### src/rtl/ga23_sdr_arbiter_if.sv
// Bundle of layer-side and SDRAM-side signals around the GA23 tile-ROM arbiter.
// The master modport is the arbiter's view; slave is the layers/SDRAM side.
interface ga23_sdr_arbiter_if #(
    parameter int NUM_LAYERS = 3,
    parameter int ADDR_W     = 22,
    parameter int DATA_W     = 32
);
    logic [NUM_LAYERS-1:0]        lyr_req;
    logic [NUM_LAYERS*ADDR_W-1:0] lyr_addr;
    logic [NUM_LAYERS*DATA_W-1:0] lyr_data;
    logic [NUM_LAYERS-1:0]        lyr_rdy;
    logic [ADDR_W-1:0]            sdr_addr;
    logic                         sdr_req;
    logic [DATA_W-1:0]            sdr_data;
    logic                         sdr_rdy;
    logic                         timeout_err;

    modport master (
        input  lyr_req, lyr_addr, sdr_data, sdr_rdy,
        output lyr_data, lyr_rdy, sdr_addr, sdr_req, timeout_err
    );

    modport slave (
        output lyr_req, lyr_addr, sdr_data, sdr_rdy,
        input  lyr_data, lyr_rdy, sdr_addr, sdr_req, timeout_err
    );
endinterface

### src/rtl/ga23_sdr_arbiter.sv
// Round-robin arbiter sharing one SDRAM read channel between NUM_LAYERS tile layers,
// with one pending slot per layer, a single access in flight and a WAIT timeout.
module ga23_sdr_arbiter #(
    parameter int NUM_LAYERS = 3,
    parameter int ADDR_W     = 22,
    parameter int DATA_W     = 32,
    parameter int TIMEOUT    = 255
) (
    input  logic                 clk,
    input  logic                 reset,
    ga23_sdr_arbiter_if.master   bus
);
    localparam int         PTR_W   = (NUM_LAYERS > 1) ? $clog2(NUM_LAYERS) : 1;
    localparam logic [7:0] TMO_LIM = 8'(TIMEOUT);

    typedef enum logic [0:0] {
        IDLE = 1'b0,
        WAIT = 1'b1
    } state_t;

    state_t                  state_r;
    state_t                  next_state_s;
    logic [NUM_LAYERS-1:0]   pend_r;
    logic [ADDR_W-1:0]       pend_addr_r [NUM_LAYERS];
    logic [DATA_W-1:0]       data_r      [NUM_LAYERS];
    logic [NUM_LAYERS-1:0]   rdy_r;
    logic [ADDR_W-1:0]       sdr_addr_r;
    logic                    sdr_req_r;
    logic                    timeout_err_r;
    logic [7:0]              tmo_cnt_r;
    logic [PTR_W-1:0]        rr_ptr_r;
    logic [PTR_W-1:0]        cur_r;
    logic [PTR_W-1:0]        hi_idx_s;
    logic [PTR_W-1:0]        lo_idx_s;
    logic [PTR_W-1:0]        gnt_idx_s;
    logic [PTR_W-1:0]        next_ptr_s;
    logic                    hi_found_s;
    logic                    lo_found_s;
    logic                    any_pend_s;
    logic [ADDR_W-1:0]       gnt_addr_s;
    logic                    grant_s;
    logic                    complete_s;
    logic                    tmo_hit_s;

    // Rotating priority: first pending index at/after rr_ptr, else first one below it.
    always_comb begin
        hi_found_s = 1'b0;
        lo_found_s = 1'b0;
        hi_idx_s   = '0;
        lo_idx_s   = '0;
        gnt_addr_s = '0;
        for (int i = 0; i < NUM_LAYERS; i++) begin
            hi_idx_s   = (pend_r[i] && (PTR_W'(i) >= rr_ptr_r) && !hi_found_s) ? PTR_W'(i) : hi_idx_s;
            hi_found_s = hi_found_s | (pend_r[i] & (PTR_W'(i) >= rr_ptr_r));
            lo_idx_s   = (pend_r[i] && (PTR_W'(i) <  rr_ptr_r) && !lo_found_s) ? PTR_W'(i) : lo_idx_s;
            lo_found_s = lo_found_s | (pend_r[i] & (PTR_W'(i) <  rr_ptr_r));
        end
        any_pend_s = hi_found_s | lo_found_s;
        gnt_idx_s  = hi_found_s ? hi_idx_s : lo_idx_s;
        next_ptr_s = (gnt_idx_s == PTR_W'(NUM_LAYERS - 1)) ? '0 : gnt_idx_s + PTR_W'(1);
        for (int i = 0; i < NUM_LAYERS; i++) begin
            gnt_addr_s = (PTR_W'(i) == gnt_idx_s) ? pend_addr_r[i] : gnt_addr_s;
        end
    end

    // FSM state register.
    always_ff @(posedge clk or posedge reset) begin
        if (reset) begin
            state_r <= IDLE;
        end else begin
            state_r <= next_state_s;
        end
    end

    // Next state and control strobes; a real completion beats the timeout on the same edge.
    always_comb begin
        next_state_s = state_r;
        grant_s      = 1'b0;
        complete_s   = 1'b0;
        tmo_hit_s    = 1'b0;
        case (state_r)
            IDLE: begin
                if (any_pend_s) begin
                    grant_s      = 1'b1;
                    next_state_s = WAIT;
                end else begin
                    next_state_s = IDLE;
                end
            end
            WAIT: begin
                if (bus.sdr_rdy) begin
                    complete_s   = 1'b1;
                    next_state_s = IDLE;
                end else if (tmo_cnt_r == TMO_LIM) begin
                    complete_s   = 1'b1;
                    tmo_hit_s    = 1'b1;
                    next_state_s = IDLE;
                end else begin
                    next_state_s = WAIT;
                end
            end
            default: begin
                next_state_s = IDLE;
            end
        endcase
    end

    // Pending slots: a new request always wins over the clear from its own grant.
    always_ff @(posedge clk or posedge reset) begin
        if (reset) begin
            pend_r <= '0;
            for (int i = 0; i < NUM_LAYERS; i++) begin
                pend_addr_r[i] <= '0;
            end
        end else begin
            for (int i = 0; i < NUM_LAYERS; i++) begin
                if (bus.lyr_req[i]) begin
                    pend_r[i]      <= 1'b1;
                    pend_addr_r[i] <= bus.lyr_addr[i*ADDR_W +: ADDR_W];
                end else if (grant_s && (gnt_idx_s == PTR_W'(i))) begin
                    pend_r[i] <= 1'b0;
                end else begin
                    pend_r[i] <= pend_r[i];
                end
            end
        end
    end

    // Grant bookkeeping, SDRAM strobe/address and the saturating WAIT counter.
    always_ff @(posedge clk or posedge reset) begin
        if (reset) begin
            sdr_req_r     <= 1'b0;
            sdr_addr_r    <= '0;
            cur_r         <= '0;
            rr_ptr_r      <= '0;
            tmo_cnt_r     <= 8'd0;
            timeout_err_r <= 1'b0;
        end else begin
            sdr_req_r <= grant_s;
            if (grant_s) begin
                sdr_addr_r <= gnt_addr_s;
                cur_r      <= gnt_idx_s;
                rr_ptr_r   <= next_ptr_s;
                tmo_cnt_r  <= 8'd0;
            end else if ((state_r == WAIT) && (tmo_cnt_r != 8'hFF)) begin
                tmo_cnt_r <= tmo_cnt_r + 8'd1;
            end else begin
                tmo_cnt_r <= tmo_cnt_r;
            end
            if (tmo_hit_s) begin
                timeout_err_r <= 1'b1;
            end else begin
                timeout_err_r <= timeout_err_r;
            end
        end
    end

    // Per-layer returned row and one-cycle ready pulse; forced completions return zero.
    always_ff @(posedge clk or posedge reset) begin
        if (reset) begin
            rdy_r <= '0;
            for (int i = 0; i < NUM_LAYERS; i++) begin
                data_r[i] <= '0;
            end
        end else begin
            for (int i = 0; i < NUM_LAYERS; i++) begin
                if (complete_s && (cur_r == PTR_W'(i))) begin
                    rdy_r[i]  <= 1'b1;
                    data_r[i] <= tmo_hit_s ? '0 : bus.sdr_data;
                end else begin
                    rdy_r[i]  <= 1'b0;
                    data_r[i] <= data_r[i];
                end
            end
        end
    end

    for (genvar g = 0; g < NUM_LAYERS; g++) begin : g_lyr_data
        assign bus.lyr_data[g*DATA_W +: DATA_W] = data_r[g];
    end

    assign bus.lyr_rdy     = rdy_r;
    assign bus.sdr_addr    = sdr_addr_r;
    assign bus.sdr_req     = sdr_req_r;
    assign bus.timeout_err = timeout_err_r;
endmodule

### src/flat_wrapper.sv
// flat-port wrapper written by rule: the top's interface ports become plain ports
module ga23_sdr_arbiter_flat 
#(
    parameter int NUM_LAYERS = 3,
    parameter int ADDR_W     = 22,
    parameter int DATA_W     = 32,
    parameter int TIMEOUT    = 255
)
  (clk, reset, bus_lyr_req, bus_lyr_addr, bus_sdr_data, bus_sdr_rdy, bus_lyr_data, bus_lyr_rdy, bus_sdr_addr, bus_sdr_req, bus_timeout_err);
  ga23_sdr_arbiter_if #(.NUM_LAYERS(NUM_LAYERS), .ADDR_W(ADDR_W), .DATA_W(DATA_W)) bus_i ();
  input  logic clk;
  input  logic reset;
  input wire logic [$bits(bus_i.lyr_req)-1:0] bus_lyr_req;
  input wire logic [$bits(bus_i.lyr_addr)-1:0] bus_lyr_addr;
  input wire logic [$bits(bus_i.sdr_data)-1:0] bus_sdr_data;
  input wire logic [$bits(bus_i.sdr_rdy)-1:0] bus_sdr_rdy;
  output wire logic [$bits(bus_i.lyr_data)-1:0] bus_lyr_data;
  output wire logic [$bits(bus_i.lyr_rdy)-1:0] bus_lyr_rdy;
  output wire logic [$bits(bus_i.sdr_addr)-1:0] bus_sdr_addr;
  output wire logic [$bits(bus_i.sdr_req)-1:0] bus_sdr_req;
  output wire logic [$bits(bus_i.timeout_err)-1:0] bus_timeout_err;
  assign bus_i.lyr_req = bus_lyr_req;
  assign bus_i.lyr_addr = bus_lyr_addr;
  assign bus_i.sdr_data = bus_sdr_data;
  assign bus_i.sdr_rdy = bus_sdr_rdy;
  assign bus_lyr_data = bus_i.lyr_data;
  assign bus_lyr_rdy = bus_i.lyr_rdy;
  assign bus_sdr_addr = bus_i.sdr_addr;
  assign bus_sdr_req = bus_i.sdr_req;
  assign bus_timeout_err = bus_i.timeout_err;
  ga23_sdr_arbiter #(.NUM_LAYERS(NUM_LAYERS), .ADDR_W(ADDR_W), .DATA_W(DATA_W), .TIMEOUT(TIMEOUT)) u_core (.clk(clk), .reset(reset), .bus(bus_i));
endmodule
### config.mk
export PLATFORM = sky130hd
export DESIGN_NAME = ga23_sdr_arbiter_flat
export DESIGN_NICKNAME = d
export VERILOG_FILES = /design/src/rtl/ga23_sdr_arbiter_if.sv /design/src/rtl/ga23_sdr_arbiter.sv /design/src/flat_wrapper.sv
export SDC_FILE = /design/constraint.sdc
export NUM_CORES = 1
export LEC_CHECK = 0
export ABC_AREA = 0
export CORE_MARGIN = 4
export CORE_UTILIZATION = 25
export CTS_CLUSTER_SIZE = 20
export DETAILED_ROUTE_END_ITERATION = 8
export PLACE_DENSITY = 0.5
export SKIP_CTS_REPAIR_TIMING = 1
export SKIP_LAST_GASP = 1
export SLEW_MARGIN = 20
export SYNTH_ARGS = -nofsm -noshare
export SYNTH_HDL_FRONTEND = slang
export SYNTH_SLANG_ARGS = --single-unit
### constraint.sdc
create_clock -name clk -period 10.4 [get_ports clk]
set_clock_uncertainty 0.2 [all_clocks]
set_input_delay 2.08 -clock clk [delete_from_list [all_inputs] [get_ports clk]]
set_output_delay 2.08 -clock clk [all_outputs]
set_load 0.01 [all_outputs]
=== Word-level counts from Yosys, hierarchy flattened ===
Index checks and enable logic that the tools add are counted.

* Muxes and demuxes: 31
* Reductions and logical operators: 25
* $add $sub $neg: 2
* Equality and inequality tests: 8
* Order comparisons: 6
* Bitwise operators: 12

{| class="wikitable"
|+ Operators with widths
! operator !! number
|-
| two-way mux 22 bit || 3
|-
| two-way mux 32 bit || 1
|-
| two-way mux 1 bit || 20
|-
| two-way mux 8 bit || 2
|-
| logical AND 1 bit || 15
|-
| adder 8 x 1 -> 8 bit, second input constant || 1
|-
| equality test 8 bit, second input constant || 1
|-
| two-way mux 2 bit || 4
|-
| inequality test 8 bit, second input constant || 1
|-
| nonzero test 2 bit || 4
|-
| AND 1 bit || 6
|-
| OR 1 bit || 5
|-
| equality test 2 x 1 -> 1 bit, second input constant || 2
|-
| equality test 2 bit, second input constant || 2
|-
| greater-or-equal comparator 1 x 2 -> 1 bit, first input constant || 2
|-
| zero test 1 bit || 4
|-
| zero test 2 bit || 2
|-
| less-than comparator 1 x 2 -> 1 bit, first input constant || 2
|-
| adder 2 x 1 -> 2 bit, second input constant || 1
|-
| equality test 1 x 2 -> 1 bit, first input constant || 1
|-
| equality test 2 bit, first input constant || 1
|-
| greater-or-equal comparator 2 bit, first input constant || 1
|-
| less-than comparator 2 bit, first input constant || 1
|-
| case mux 1 bit (2 select lines) || 1
|-
| inverter 1 bit || 1
|}

* Output and inout port bits: 123
* Logic and storage cells: 101
* Input bits: 104
* Register bits after elaboration: 205

=== Logic depth before layout (Yosys ltp) ===
* Depth in word-level cells: 11
* Depth in mapped cells: 8
* Mapped depth without buffers: 6

=== Worst setup path before layout ===
Ideal clock, no wire load.

* Path type: input -> register
* Start: input bus_sdr_rdy
* End: register u_core.data_r, in the netlist u_core.bus.lyr_data[72]
* Slack: 7.241 ns
* Library setup time: 0.121 ns
* Data required time: 10.079 ns
* Stages on the path: 6
* Buffers on the path: 2
* Data arrival time: 2.838 ns
* Path through: inv_1 > a21oi_2 > nand2b_1 > clkbuf_1 > buf_4 > a22o_1

* Word-level cells in the longest chain between the ends: 3
* Elaborated cells on any way between the ends: 6
* Those cells by class: mux: 5; reduce/logical: 1

{| class="wikitable"
|+ RTL lines
! item !! RTL line !! source
|-
| start, declared || flat_wrapper.sv:16 || <nowiki>input wire logic [$bits(bus_i.sdr_rdy)-1:0] bus_sdr_rdy;</nowiki>
|-
| two-way mux 1 bit || ga23_sdr_arbiter.sv:91 || <nowiki>if (bus.sdr_rdy) begin</nowiki>
|-
| two-way mux 1 bit || ga23_sdr_arbiter.sv:81 || <nowiki>case (state_r)</nowiki>
|-
| two-way mux 32 bit / logical AND 1 bit (equally long branches) || ga23_sdr_arbiter.sv:169, ga23_sdr_arbiter.sv:167 ||
|-
| end signal, assigned by index || ga23_sdr_arbiter.sv:169 || <nowiki>data_r[i] <= tmo_hit_s ? '0 : bus.sdr_data;</nowiki>
|-
| end signal, assigned by index || ga23_sdr_arbiter.sv:172 || <nowiki>data_r[i] <= data_r[i];</nowiki>
|-
| end, declared || ga23_sdr_arbiter.sv:25 || <nowiki>logic [DATA_W-1:0] data_r [NUM_LAYERS];</nowiki>
|}

Several ways; a longest one is shown, not always the timed one.
A chain may end at the register's enable or synchronous reset.

==> impl_summary.md <==
Power
The share of total power consumed by net switching is 31.5%. Internal power comes to 2.28 mW. Combinational logic is responsible for 37.6% of the overall power. The sequential share of power is 37.5%.

Dividing total power by cell area gives a power density of 295 mW/mm^2. The power dissipated by switching net loads is 1.05 mW. Total power for the finished layout comes to 3.33 mW.

The clock network is responsible for 24.9% of the overall power. The worst voltage drop across the vdd grid is 0.108 mV. Summed over all cells, the static leakage comes to 4.83 nW.

Logic synthesis
The prevailing post-synth register cell is sky130_fd_sc_hd__dfrtp_1. Of the total synthesized cell area, the portion taken by AND, OR, NAND and NOR gates is 2.85%. Measured against the total synthesized area, the mux share comes to 9.53%. A synthesized cell averages 14.6 sq um. In the post-synthesis netlist, the biggest area contributors are sky130_fd_sc_hd__dfrtp_1 (66%), sky130_fd_sc_hd__a22o_1 (12%), sky130_fd_sc_hd__mux2_2 (9.5%), sky130_fd_sc_hd__a221o_1 (1.4%), sky130_fd_sc_hd__a22oi_1 (1.3%). The async set-reset flop share out of synthesis is 100%. The top cell type by area accounts for 65.8% of the synthesized area. Summing the sequential cell areas from Yosys gives 65.8% of the chip area. The number of synthesized flops with an enable pin is 0.

The post-synthesis cell count is 536. The synthesized netlist devotes 0.449% of its cell area to XOR and XNOR gates. The net count after synthesis is 641.

In this run, synthesis produced a sequential element count of 205. The Yosys warning count is 0. The summed instance area of the synthesized netlist is 0.00780 sq mm. Summing the areas of all fa, ha and maj instances in the mapped netlist gives 0.160% of the synthesized area. The dominant combinational cell family by area after synthesis is compound AO/OA/AOI/OAI gates. The fraction of the mapped netlist area in compound gates is 18.4%.

The number of distinct library cell variants in the gate-level netlist after synthesis is 46. The largest total area in the synthesized netlist belongs to sky130_fd_sc_hd__dfrtp_1.

Cells and area
The repair_antennas step left the layout with diodes totalling 0. The area growth from synthesis to layout is 44.7%. Across the whole layout, storage elements account for 0.00513 sq mm. The net count reported at finish is 870. The filler cell count in the final layout is 2977. The library cells used most frequently in the layout, excluding fill and tap cells, are sky130_fd_sc_hd__clkdlybuf4s50_1 (226), sky130_fd_sc_hd__dfrtp_1 (205), sky130_fd_sc_hd__a22o_1 (106). The most common cell after layout, fill and taps aside is sky130_fd_sc_hd__clkdlybuf4s50_1. The multi-input logic area is 0.00247 sq mm. In the final layout, the share of cells above drive strength 1 is 16.3%.

Flow run
The count of max-cap constraint violations is 0.

Global routing
Entering global routing, the biggest net connects 131 pins. The final global-route overflow total is 0. The first-pass GRT wire length is 35.1 mm. The number of antenna violations at the first check in global routing came to 0.

The via count of the first global-routing pass is 5720. The overall track demand over capacity in global routing is 13.0%.

Critical path
Walking the worst path, the cells encountered are clkdlybuf4s50_1 > inv_8 > buf_4. The destination of the worst register-to-register timing path is u_core.bus.lyr_data[34]. At the worst endpoint, the arrival time is 4.30 ns. Among all stages on the critical path, the largest delay is contributed by sky130_fd_sc_hd__buf_4. The critical path ends at u_core.bus.lyr_data[36]. Measured in cells, the most critical reg-to-reg path has a length of 7. The maximum fanout encountered on the critical timing path is 130.

The worst setup path startpoint is reset. The reg-to-reg critical path startpoint is u_core.tmo_cnt_r[0]. STA classifies the critical path endpoint as an asynchronous set/reset pin.

The startpoint kind of the worst setup timing path is an input port. The setup slack of the most critical reg-to-reg path is 7.88 ns. The critical path runs through a total of 3 cells. The delay contributed by the slowest stage of the critical path is 0.86 ns.

By startpoint and endpoint, the worst setup path is classified as input port to asynchronous set/reset pin. The data required time at the worst endpoint is 10.70 ns. On the critical path the largest part of the delay comes from buffers and inverters.

The critical path contains buffers and inverters numbering 3 combined.

Timing
The final-report hold violation count is 0. The worst-margin pin slew is 0.974 ns. Adding up every negative setup slack in the final design gives 0 ns. The normalized max-slew margin is 35.1%. The worst path uses 38.4% of the clock period.

The final-report setup violation count is 0. Counting I/O delays and the setup requirement, the final critical path takes 3.99 ns. The count of pins over their slew limit was 0. Static timing analysis puts the maximum clock frequency at 251 MHz. Setup repair after global routing left no endpoint under its margin.

Detailed routing
The via count is 5514. The detail route stage leaves a number of antenna-violating nets equal to 0. The number of DRC violations after detailed-routing iteration 0 is 318. For this block, the routed nets add up to 23.1 mm of wire. The routed length per instance is 19.7 um. Dividing the detail-routed via count by the number of cells gives 4.68. The number of remaining DRC errors is 0. Before antenna repair, the detailed router went through 4 iterations.

Clock network
For the worst-skew pair, the clock arrives at the later sink with an insertion delay of 0.52 ns. The worst-case clock buffer depth is 3. The root buffer cell chosen for the clock tree is sky130_fd_sc_hd__clkbuf_16. The TritonCTS clock tree is yes. The post-CTS clock slew at the launch and capture registers of the worst setup and hold paths is 0.06 ns. In this run the number of H-tree levels came out at 1. The clock drives 205 sinks.

TritonCTS created 25 clock buffers.

Hold path
The path class of the tightest hold or removal check is flop to flop.

Floorplan
The floorplan step defined a die boundary enclosing 0.0341 sq mm. The placeable core area is 0.0307 sq mm. The count of boundary I/O pins is 227. The floorplan has 64 rows. Once the floorplan was initialized, standard cells occupied 25.4% of the core. The horizontal extent of the die is 185 um.

In this run the vertical extent of the chip is 185 um.

Placed design
The HPWL reported at the end of detailed placement is 15.4 mm. The placer congestion estimate is 0.715. The count of input and output buffers is 226.

Run status
The run finished with clean final reports.
-- cells by family after synthesis --
group	after synthesis
fa+ha+maj	1
mux	66
simple gates	42
compound gates	171
flops	205
xor+xnor	4
buf+inv	47
-- worst min path at each step --
stage / from / endpoint / slack [ns] / cells after the start
after global placement: u_core.pend_addr_r[10] / u_core.bus.sdr_addr[10] / 0.26 / 1
after global routing: u_core.pend_addr_r[10] / u_core.bus.sdr_addr[10] / 0.30 / 1
after detailed placement: u_core.pend_addr_r[18] / u_core.bus.sdr_addr[18] / 0.27 / 1
after CTS: u_core.pend_addr_r[18] / u_core.bus.sdr_addr[18] / 0.28 / 1
after floorplan: u_core.pend_addr_r[10] / u_core.bus.sdr_addr[10] / 0.25 / 1
final: u_core.pend_addr_r[18] / u_core.bus.sdr_addr[18] / 0.29 / 1
-- registers in the layout (all words and copies together), names as in the netlist --
signal and cells:
u_core.bus.timeout_err 1, u_core.bus.lyr_data 96, u_core.pend_addr_r 66, u_core.bus.sdr_addr 22, u_core.bus.sdr_req 1, u_core.pend_r 3, u_core.bus.lyr_rdy 3, u_core.tmo_cnt_r 8
u_core.cur_r 2, u_core.rr_ptr_r 2, u_core.state_r 1
-- power groups by stage --
stage               sequential, mW  clock [mW]  combinational (mW)
floorplan                     1.32           0               0.518
CTS                           1.25       0.863                1.28
global placement              1.26           0                1.26
detailed placement            1.26           0                1.28
finish                        1.25       0.832                1.25
global route                  1.29       0.892                1.35
-- cell type report --
class,instances,share of cell area (%)
clock buffers,37,6.47
flip-flops and latches,205,45.4
well taps,396,4.39
inverters,11,0.432
clock inverters,6,0.554
multi-input cells,284,21.9
repair buffers,238,20.8
-- through the flow --
step / worst slack, ns / utilization [%] / hold WS [ns] / std cells / instance area, sq um
2_1_floorplan: 2.52 / - / 0.252 / 536 / 7800
3_3_place_gp: 5.77 / 34.2 / 0.261 / 1134 / 10500
3_5_place_dp: 5.80 / 34.2 / 0.270 / 1134 / 10500
4_1_cts: 6.36 / 36.8 / 0.284 / 1177 / 11300
5_1_grt: 6.08 / 36.8 / 0.299 / 1177 / 11300
6_report: 6.41 / 36.8 / 0.287 / 1177 / 11300
-- per-layer routing --
metal / global-route usage (%) / routed length (um)
met1: 18.0 / 10200
met2: 20.3 / 10300
met3: 4.32 / 2240
met4: 2.38 / 353
met5: 0 / 0
-- Yosys cell counts, drive strengths merged (2+ instances only) --
library cell and instances:
inv 11, mux2 66, nand2 7, a21o 4, and2 2, a21oi 4
o2bb2ai 5, and4 2, nand2b 2, xor2 3, a22o 106, buf 21
dfrtp 205, or2 2, nand3 6, clkbuf 15, nor2 9, and3 3
nand4 3, o21bai 3, o21ai 14, a22oi 14, nor3 3, a221oi 3
a221o 12
(Power assumes the default switching activity.)
